## src/rtl/adder_share_arb.sv

```systemverilog
// adder_share_arb: arbitrates NREQ requesters onto one shared WIDTH-bit
// ripple-carry adder. Operands are held for SETTLE cycles, then
// {carry, sum} is returned with the owning requester ID.
// Build option: ADDER_SHARE_ARB_FIXED_PRIO_EN selects fixed priority
// (lowest index wins) in place of the default round-robin grant.
module adder_share_arb #(
  parameter int NREQ   = 4,
  parameter int WIDTH  = 32,
  parameter int SETTLE = 2
) (
  input  logic                      clk,
  input  logic                      rst,
  input  logic [NREQ-1:0]           req_valid,
  output logic [NREQ-1:0]           req_ready,
  input  logic [NREQ*WIDTH-1:0]     req_a,
  input  logic [NREQ*WIDTH-1:0]     req_b,
  output logic                      resp_valid,
  input  logic                      resp_ready,
  output logic [$clog2(NREQ)-1:0]   resp_id,
  output logic [WIDTH:0]            resp_sum
);

  localparam int IDW = $clog2(NREQ);
  localparam int CW  = (SETTLE > 1) ? $clog2(SETTLE) : 1;

  localparam logic [1:0] ST_IDLE = 2'd0;
  localparam logic [1:0] ST_CALC = 2'd1;
  localparam logic [1:0] ST_RESP = 2'd2;

  logic [1:0]       state_q, state_d;
  logic [CW-1:0]    cnt_q, cnt_d;
  logic [WIDTH-1:0] a_q, a_d;
  logic [WIDTH-1:0] b_q, b_d;
  logic [IDW-1:0]   id_q, id_d;
  logic [WIDTH:0]   sum_q, sum_d;

  logic             gnt_vld;
  logic [IDW-1:0]   gnt_idx;
  logic [WIDTH:0]   adder_out;

`ifndef ADDER_SHARE_ARB_FIXED_PRIO_EN
  logic [IDW-1:0]   ptr_q, ptr_d;
  logic [IDW-1:0]   cand;

  // Modular (p + off) over NREQ entries; off never exceeds NREQ.
  function automatic logic [IDW-1:0] wrap_add(input logic [IDW-1:0] p,
                                              input int unsigned off);
    int unsigned s;
    s = 32'(p) + off;
    if (s >= NREQ) s = s - NREQ;
    return IDW'(s);
  endfunction

  // Round-robin search starting one past the last granted requester.
  always_comb begin
    gnt_vld = 1'b0;
    gnt_idx = '0;
    cand    = '0;
    for (int unsigned off = 1; off <= NREQ; off++) begin
      cand = wrap_add(ptr_q, off);
      if (!gnt_vld && req_valid[cand]) begin
        gnt_vld = 1'b1;
        gnt_idx = cand;
      end
    end
  end
`else
  // Fixed priority: lowest-index valid requester wins.
  always_comb begin
    gnt_vld = 1'b0;
    gnt_idx = '0;
    for (int unsigned i = 0; i < NREQ; i++) begin
      if (!gnt_vld && req_valid[i]) begin
        gnt_vld = 1'b1;
        gnt_idx = IDW'(i);
      end
    end
  end
`endif

  // One-hot ready only in IDLE and never while reset is asserted.
  always_comb begin
    req_ready = '0;
    if (!rst && (state_q == ST_IDLE) && gnt_vld) req_ready[gnt_idx] = 1'b1;
  end

  // Shared adder fed from the held operand registers.
  always_comb begin
    adder_out = {1'b0, a_q} + {1'b0, b_q};
  end

  // Sequencer: accept, hold for the settle window, present the result.
  always_comb begin
    state_d = state_q;
    cnt_d   = cnt_q;
    a_d     = a_q;
    b_d     = b_q;
    id_d    = id_q;
    sum_d   = sum_q;
`ifndef ADDER_SHARE_ARB_FIXED_PRIO_EN
    ptr_d   = ptr_q;
`endif
    case (state_q)
      ST_IDLE: begin
        if (gnt_vld) begin
          state_d = ST_CALC;
          cnt_d   = CW'(SETTLE - 1);
          a_d     = req_a[int'(gnt_idx) * WIDTH +: WIDTH];
          b_d     = req_b[int'(gnt_idx) * WIDTH +: WIDTH];
          id_d    = gnt_idx;
`ifndef ADDER_SHARE_ARB_FIXED_PRIO_EN
          ptr_d   = gnt_idx;
`endif
        end
      end
      ST_CALC: begin
        if (cnt_q == '0) begin
          state_d = ST_RESP;
          sum_d   = adder_out;
        end else begin
          cnt_d = cnt_q - CW'(1);
        end
      end
      ST_RESP: begin
        if (resp_ready) state_d = ST_IDLE;
      end
      default: state_d = ST_IDLE;
    endcase
  end

  // State and datapath registers with synchronous reset.
  always_ff @(posedge clk) begin
    if (rst) begin
      state_q <= ST_IDLE;
      cnt_q   <= '0;
      a_q     <= '0;
      b_q     <= '0;
      id_q    <= '0;
      sum_q   <= '0;
`ifndef ADDER_SHARE_ARB_FIXED_PRIO_EN
      ptr_q   <= IDW'(NREQ - 1);
`endif
    end else begin
      state_q <= state_d;
      cnt_q   <= cnt_d;
      a_q     <= a_d;
      b_q     <= b_d;
      id_q    <= id_d;
      sum_q   <= sum_d;
`ifndef ADDER_SHARE_ARB_FIXED_PRIO_EN
      ptr_q   <= ptr_d;
`endif
    end
  end

  assign resp_valid = (state_q == ST_RESP);
  assign resp_id    = id_q;
  assign resp_sum   = sum_q;

endmodule

```

## config.mk

```make
export PLATFORM = sky130hd
export DESIGN_NAME = adder_share_arb
export DESIGN_NICKNAME = d
export VERILOG_FILES = /design/src/rtl/adder_share_arb.sv
export SDC_FILE = /design/constraint.sdc
export NUM_CORES = 1
export LEC_CHECK = 0
export BUFFER_PORTS_ARGS = -buffer_cell sky130_fd_sc_hd__buf_2
export CAP_MARGIN = 5
export CELL_PAD_IN_SITES_DETAIL_PLACEMENT = 2
export CELL_PAD_IN_SITES_GLOBAL_PLACEMENT = 2
export CORE_MARGIN = 5
export CORE_UTILIZATION = 27
export CTS_BUF_LIST = sky130_fd_sc_hd__clkbuf_4
export CTS_CLUSTER_SIZE = 30
export DETAILED_ROUTE_END_ITERATION = 10
export HOLD_SLACK_MARGIN = 0.08
export PLACE_DENSITY = 0.95
export SYNTH_ARGS = -nofsm -noshare
export SYNTH_HDL_FRONTEND = slang
export SYNTH_SLANG_ARGS = --single-unit
```

## constraint.sdc

```tcl
create_clock -name clk -period 4.15 [get_ports clk]
set_input_delay 1.245 -clock clk [delete_from_list [all_inputs] [get_ports clk]]
set_output_delay 1.245 -clock clk [all_outputs]
set_load 0.01 [all_outputs]
```

Yosys cells after proc, flatten, opt, wreduce, memory -nomap -nowiden
Index checks and enable logic that the tools add are counted.
- output and inout port bits: 40
- word-level logic and storage cells: 81
- flip-flop bits (word level): 104
- $add $sub $neg: 10
- magnitude comparators: 10
- equality and inequality tests: 5
- shift-type cells: 2
- reduce and logical (&&, ||, !) cells: 16
- bitwise operators: 1
- mux-type cells: 30
- operator list (cell ; count):
    $shiftx 128x8->32 ; 2
    $add 32x32->33 ; 1
    $mux 2 ; 11
    $lt 2x3->1 const B ; 5
    $mux 1 ; 11
    $ge 3x3->1 const B ; 3
    $bmux 1 s2 ; 4
    $sub 2x1->2 const B ; 4
    $add 2x2->3 const B ; 2
    $logic_and 1x1->1 ; 6
    $pmux 2 s3 ; 1
    $reduce_and 2->1 ; 3
    $add 2x3->4 const B ; 1
    $ge 4x3->1 const B ; 1
    $logic_not 1->1 ; 4
    $mux 4 ; 1
    $ne 2x2->1 const B ; 2
    $add 2x1->3 const B ; 1
    $reduce_and 3->1 ; 1
    $demux 1 s2 ; 1
    $eq 2x1->1 const B ; 1
    $eq 2x2->1 const B ; 1
    $ge 2x1->1 const B ; 1
    $logic_not 2->1 ; 1
    other kinds (5) ; 5

Logic depth before layout (Yosys ltp)
- depth after elaboration: 20
- mapped depth: 11

Least setup slack after synthesis
OpenSTA, ideal clock, no wires.
- path type: input -> output
- from: input port req_valid[3]
- to: output port req_ready[0]
- cell stages on the path: 6
- slack: 0.487 ns
- data arrival time: 2.418 ns
- cell sequence: nor2b_1 > nor2_1 > a21oi_1 > clkbuf_1 > clkbuf_1 > nor4_1
- longest elaborated chain between the ends: 17
- ends and longest elaborated chain (what ; line ; RTL):
    start: declaration ; 13 ; input logic [NREQ-1:0] req_valid,
    $bmux 1 s2 ; 61 ; if (!gnt_vld && req_valid[cand]) begin
    $mux 1 (implied by the code) ; 61 ;
    $mux 1 ; 61 ;
    $logic_not 1->1 ; 61 ;
    $logic_and 1x1->1 ; 61 ;
    $mux 1 ; 61 ;
    $logic_not 1->1 ; 61 ;
    $logic_and 1x1->1 ; 61 ;
    $mux 1 ; 61 ;
    $logic_not 1->1 ; 61 ;
    $logic_and 1x1->1 ; 61 ;
    $mux 2 ; 61 ;
    $lt 2x3->1 (implied by the code) or $ge 2x1->1 (tied branches) ; 84 ; if (!rst && (state_q == ST_IDLE) && gnt_vld) req_ready[gnt_idx] = 1'b1;
    $logic_and 1x1->1 (implied by the code) ; 84 ;
    $mux 1 (implied by the code) ; 84 ;
    $demux 1 s2 ; 84 ;
    $mux 4 * ; 84 ;
    end: declaration ; 14 ; output logic [NREQ-1:0] req_ready,
Mark *: on every way between the ends. The rest lies on a longest branch, timed or not. The select of a mux whose other input is x is not followed.

Final worst setup path
- from: input port req_valid[2]
- to: output port req_ready[2]
The elaborated chain is that of the path after synthesis.

==> metrics <==
Final Hold Fails=0; Max FO, Critical Path=5; crit-path max cell delay=0.69 ns; count of cell types in the netlist=54; unrepaired setup endpoints after global routing=false; Total Routing Usage GR=22.5%; vias in the first global route=9674; die area=roughly 30000 sq um; vias per inst=roughly 5.2; Final Power=between 3 and 4 mW; Max stage delay cell, worst path=nor4_1; Post-synth EDFFs=0; Syn Nets=1399; Initial Util=27.4%; fin crit share=a little over nine tenths; Syn Area/Cell=about 6.5 sq um; Core Box Area=about 26000 sq um; CTS Hold Buffers Added=0; post-DP HPWL=27800 um; clk sinks=roughly 100; delay-heaviest family, CP=simple AND/OR/NAND/NOR gates; Reg clk slew, reported paths=between 0.15 and 0.2 ns; Synth Flop Type=dfxtp_1; Starting DRT DRC Count=between 400 and 500; Syn-to-layout area delta=28.3%; Max Cap Viol=0; routed len/inst=20.6 um; max frequency=approximately 0.25 GHz; final worst path period need=a little under 4 ns; Netlist Area Pre-Place=7120 sq um; post-CTS setup repair buffer count=0; Final Cell Area=slightly above 9000 sq um; placed cell areas=between 8000 and 9000 sq um; share of layout cells above drive strength 1=about a quarter; Root Driver=clkbuf_4; crit path launch type=input pin; async set-reset flop share out of synthesis=0%; total grt overflow=0; initial antenna violation count=5; register area=approximately 2100 sq um; Die Y=172 um; crit path kind=in -> out; Least-Margin Pin Slew=approximately 1.2 ns; max-slew violation count=0; Worst EP arrival=approximately 2.7 ns; hold_ws=~0.46 ns; row cnt=between 50 and 60; area of the multi-input gates=about 4800 sq um; router iterations before antenna repair=5; Port Buffers=roughly 300; CTS tree=yes; yosys warns=0; largest net degree at the start of global routing=122; routed vias=~9000; outcome=complete, no violations; Seq/Total Area, Yosys=between 20% and 30%; FF+latch count, synth=~100; chip width=between 150 and 200 um; Syn Inst Count=about 1100; # fillers=between 3000 and 4000; H-tree levels=3; HP Class=reg -> reg; Final setup viols=0; RePlAce Congestion=~0.91; Power Dens Cells=between 400 and 500 nW/um^2; Crit path buffers/inverters=2; global-route wire length before repair=~52000 um; top-level port count=303; drt drc=0; Final Skew=roughly 0.026 ns; maximum clock path buffer count=2; VDD IR-drop max=between 0.1 and 0.15 mV; TNS Setup=0 ns; post-route antenna net violation count=0; fin nets=between 1500 and 2000; Worst-Skew Late Latency=about 0.50 ns; Worst setup EP type=primary output; Leak=4.47 nW; fin util=between 30% and 40%; relative slew slack=20.8%; Num CTS Buffers=9; CP Data Required Time=a little under 3 ns; drt total wl=34800 um; Cell Chain, Critical Path=buf_2 > nor4_1 > nor2_1 > nand2_2 > nor4_1 > buf_2
sequential cells by signal (all words and copies together), names as in the netlist:
register / count
resp_sum: 33
state_q: 2
resp_id: 2
cnt_q: 1
a_q: 32
b_q: 32
ptr_q: 2
metal layers:
metal / wire [um] / global-route usage (%)
met1: 15000 / 28.0
met2: 16900 / 38.2
met3: 1720 / 4.62
met4: 1220 / 8.75
met5: 0 / 0
stage by stage:
step | instances | setup slack [ns]
finish | 1695 | 0.203
global route | 1695 | 0.139
CTS | 1690 | 0.121
detailed placement | 1674 | 0.161
global placement | 1674 | 0.275
floorplan | 1103 | 0.487
cell type report:
class | instances | area share (%)
sequential | 104 | 22.8
inverter | 7 | 0.288
clock inverter | 7 | 1.29
tap | 335 | 4.59
antenna | 5 | 0.137
multi-input combinational | 914 | 52.2
timing repair buffer | 314 | 18.0
clock buffer | 9 | 0.740
synth_stat cells (all sizes together) (3+ instances only):
library cell | count | share of area [%]
a2111oi | 3 | 0.39
nor2 | 23 | 1.2
a21o | 18 | 1.9
nand2b | 4 | 0.35
xor2 | 7 | 0.86
a21oi | 121 | 8.6
nor2b | 5 | 0.44
dfxtp | 104 | 29
xnor2 | 15 | 1.8
buf | 3 | 0.16
clkbuf | 75 | 4.0
a31oi | 6 | 0.53
inv | 7 | 0.37
nor3 | 13 | 0.91
o31a | 3 | 0.37
nor4 | 8 | 0.70
or3 | 4 | 0.35
nand3 | 199 | 14
and3 | 14 | 1.2
o21ai | 21 | 1.5
ha | 32 | 5.6
a211oi | 6 | 0.77
nand2 | 380 | 20
power breakdown:
group          total, mW  switching, mW  internal (mW)
logic               1.78           1.16          0.626
registers           1.28          0.125           1.16
clock network      0.678          0.371          0.307
worst register-to-register path: stages, from the launching register on:
cell and delay (ns):
dfxtp_1 0.35, ha_1 0.24, fa_1 0.42, a21o_1 0.25, a221oi_4 0.34, o2bb2ai_2 0.19, a211oi_2 0.24, o221ai_1 0.18
a21oi_2 0.23, o21ai_1 0.15, and4_4 0.22, o31a_1 0.29
cells in the final DEF, fill, tap and decap left out, drive strengths merged, types with 2 or more instances in the layout:
master and count:
inv 9, nor4 8, a21oi 121, ha 32, and3 14, xnor2 15, nand2b 4, a21o 18
nor2b 5, xor2 7, and4 2, or3 4, a311o 2, clkbuf 9, o311ai 2, nand3 199
nand4 2, clkinv 2, a31oi 6, bufinv 3, o31a 3, o21bai 2, nor2 23, buf 314
nand2 380, o21ai 21, a31o 2, o21a 2, a211oi 6, dfxtp 104, diode 5, a2111oi 3
a211o 2, nor3 13
logic make-up after synthesis:
logic type / after synthesis / synth area share (%)
AND/OR/NAND/NOR: 656 / 40.1
AO/OA/AOI/OAI: 202 / 17.5
buffers and inverters: 85 / 4.48
XOR/XNOR: 22 / 2.71
adder cells (fa/ha/maj): 33 / 5.91
multiplexers: 1 / 0.141
flip-flops: 104 / 29.2
timing repair:
action	CTS	global route
gates resized for setup	0	1
endpoints found under the setup margin	0	1
endpoints found under the hold margin	0	0
worst paths after layout:
kind	start	to	slack (ns)	depth (start not counted)
max	req_valid[2]	req_ready[2]	0.20	6
min	resp_sum[7]	resp_sum[7]	0.46	2
max reg2reg	a_q[0]	resp_sum[26]	0.96	11
min reg2reg	resp_sum[7]	resp_sum[7]	0.46	2
No activity file was read; power rests on OpenSTA's default activity.
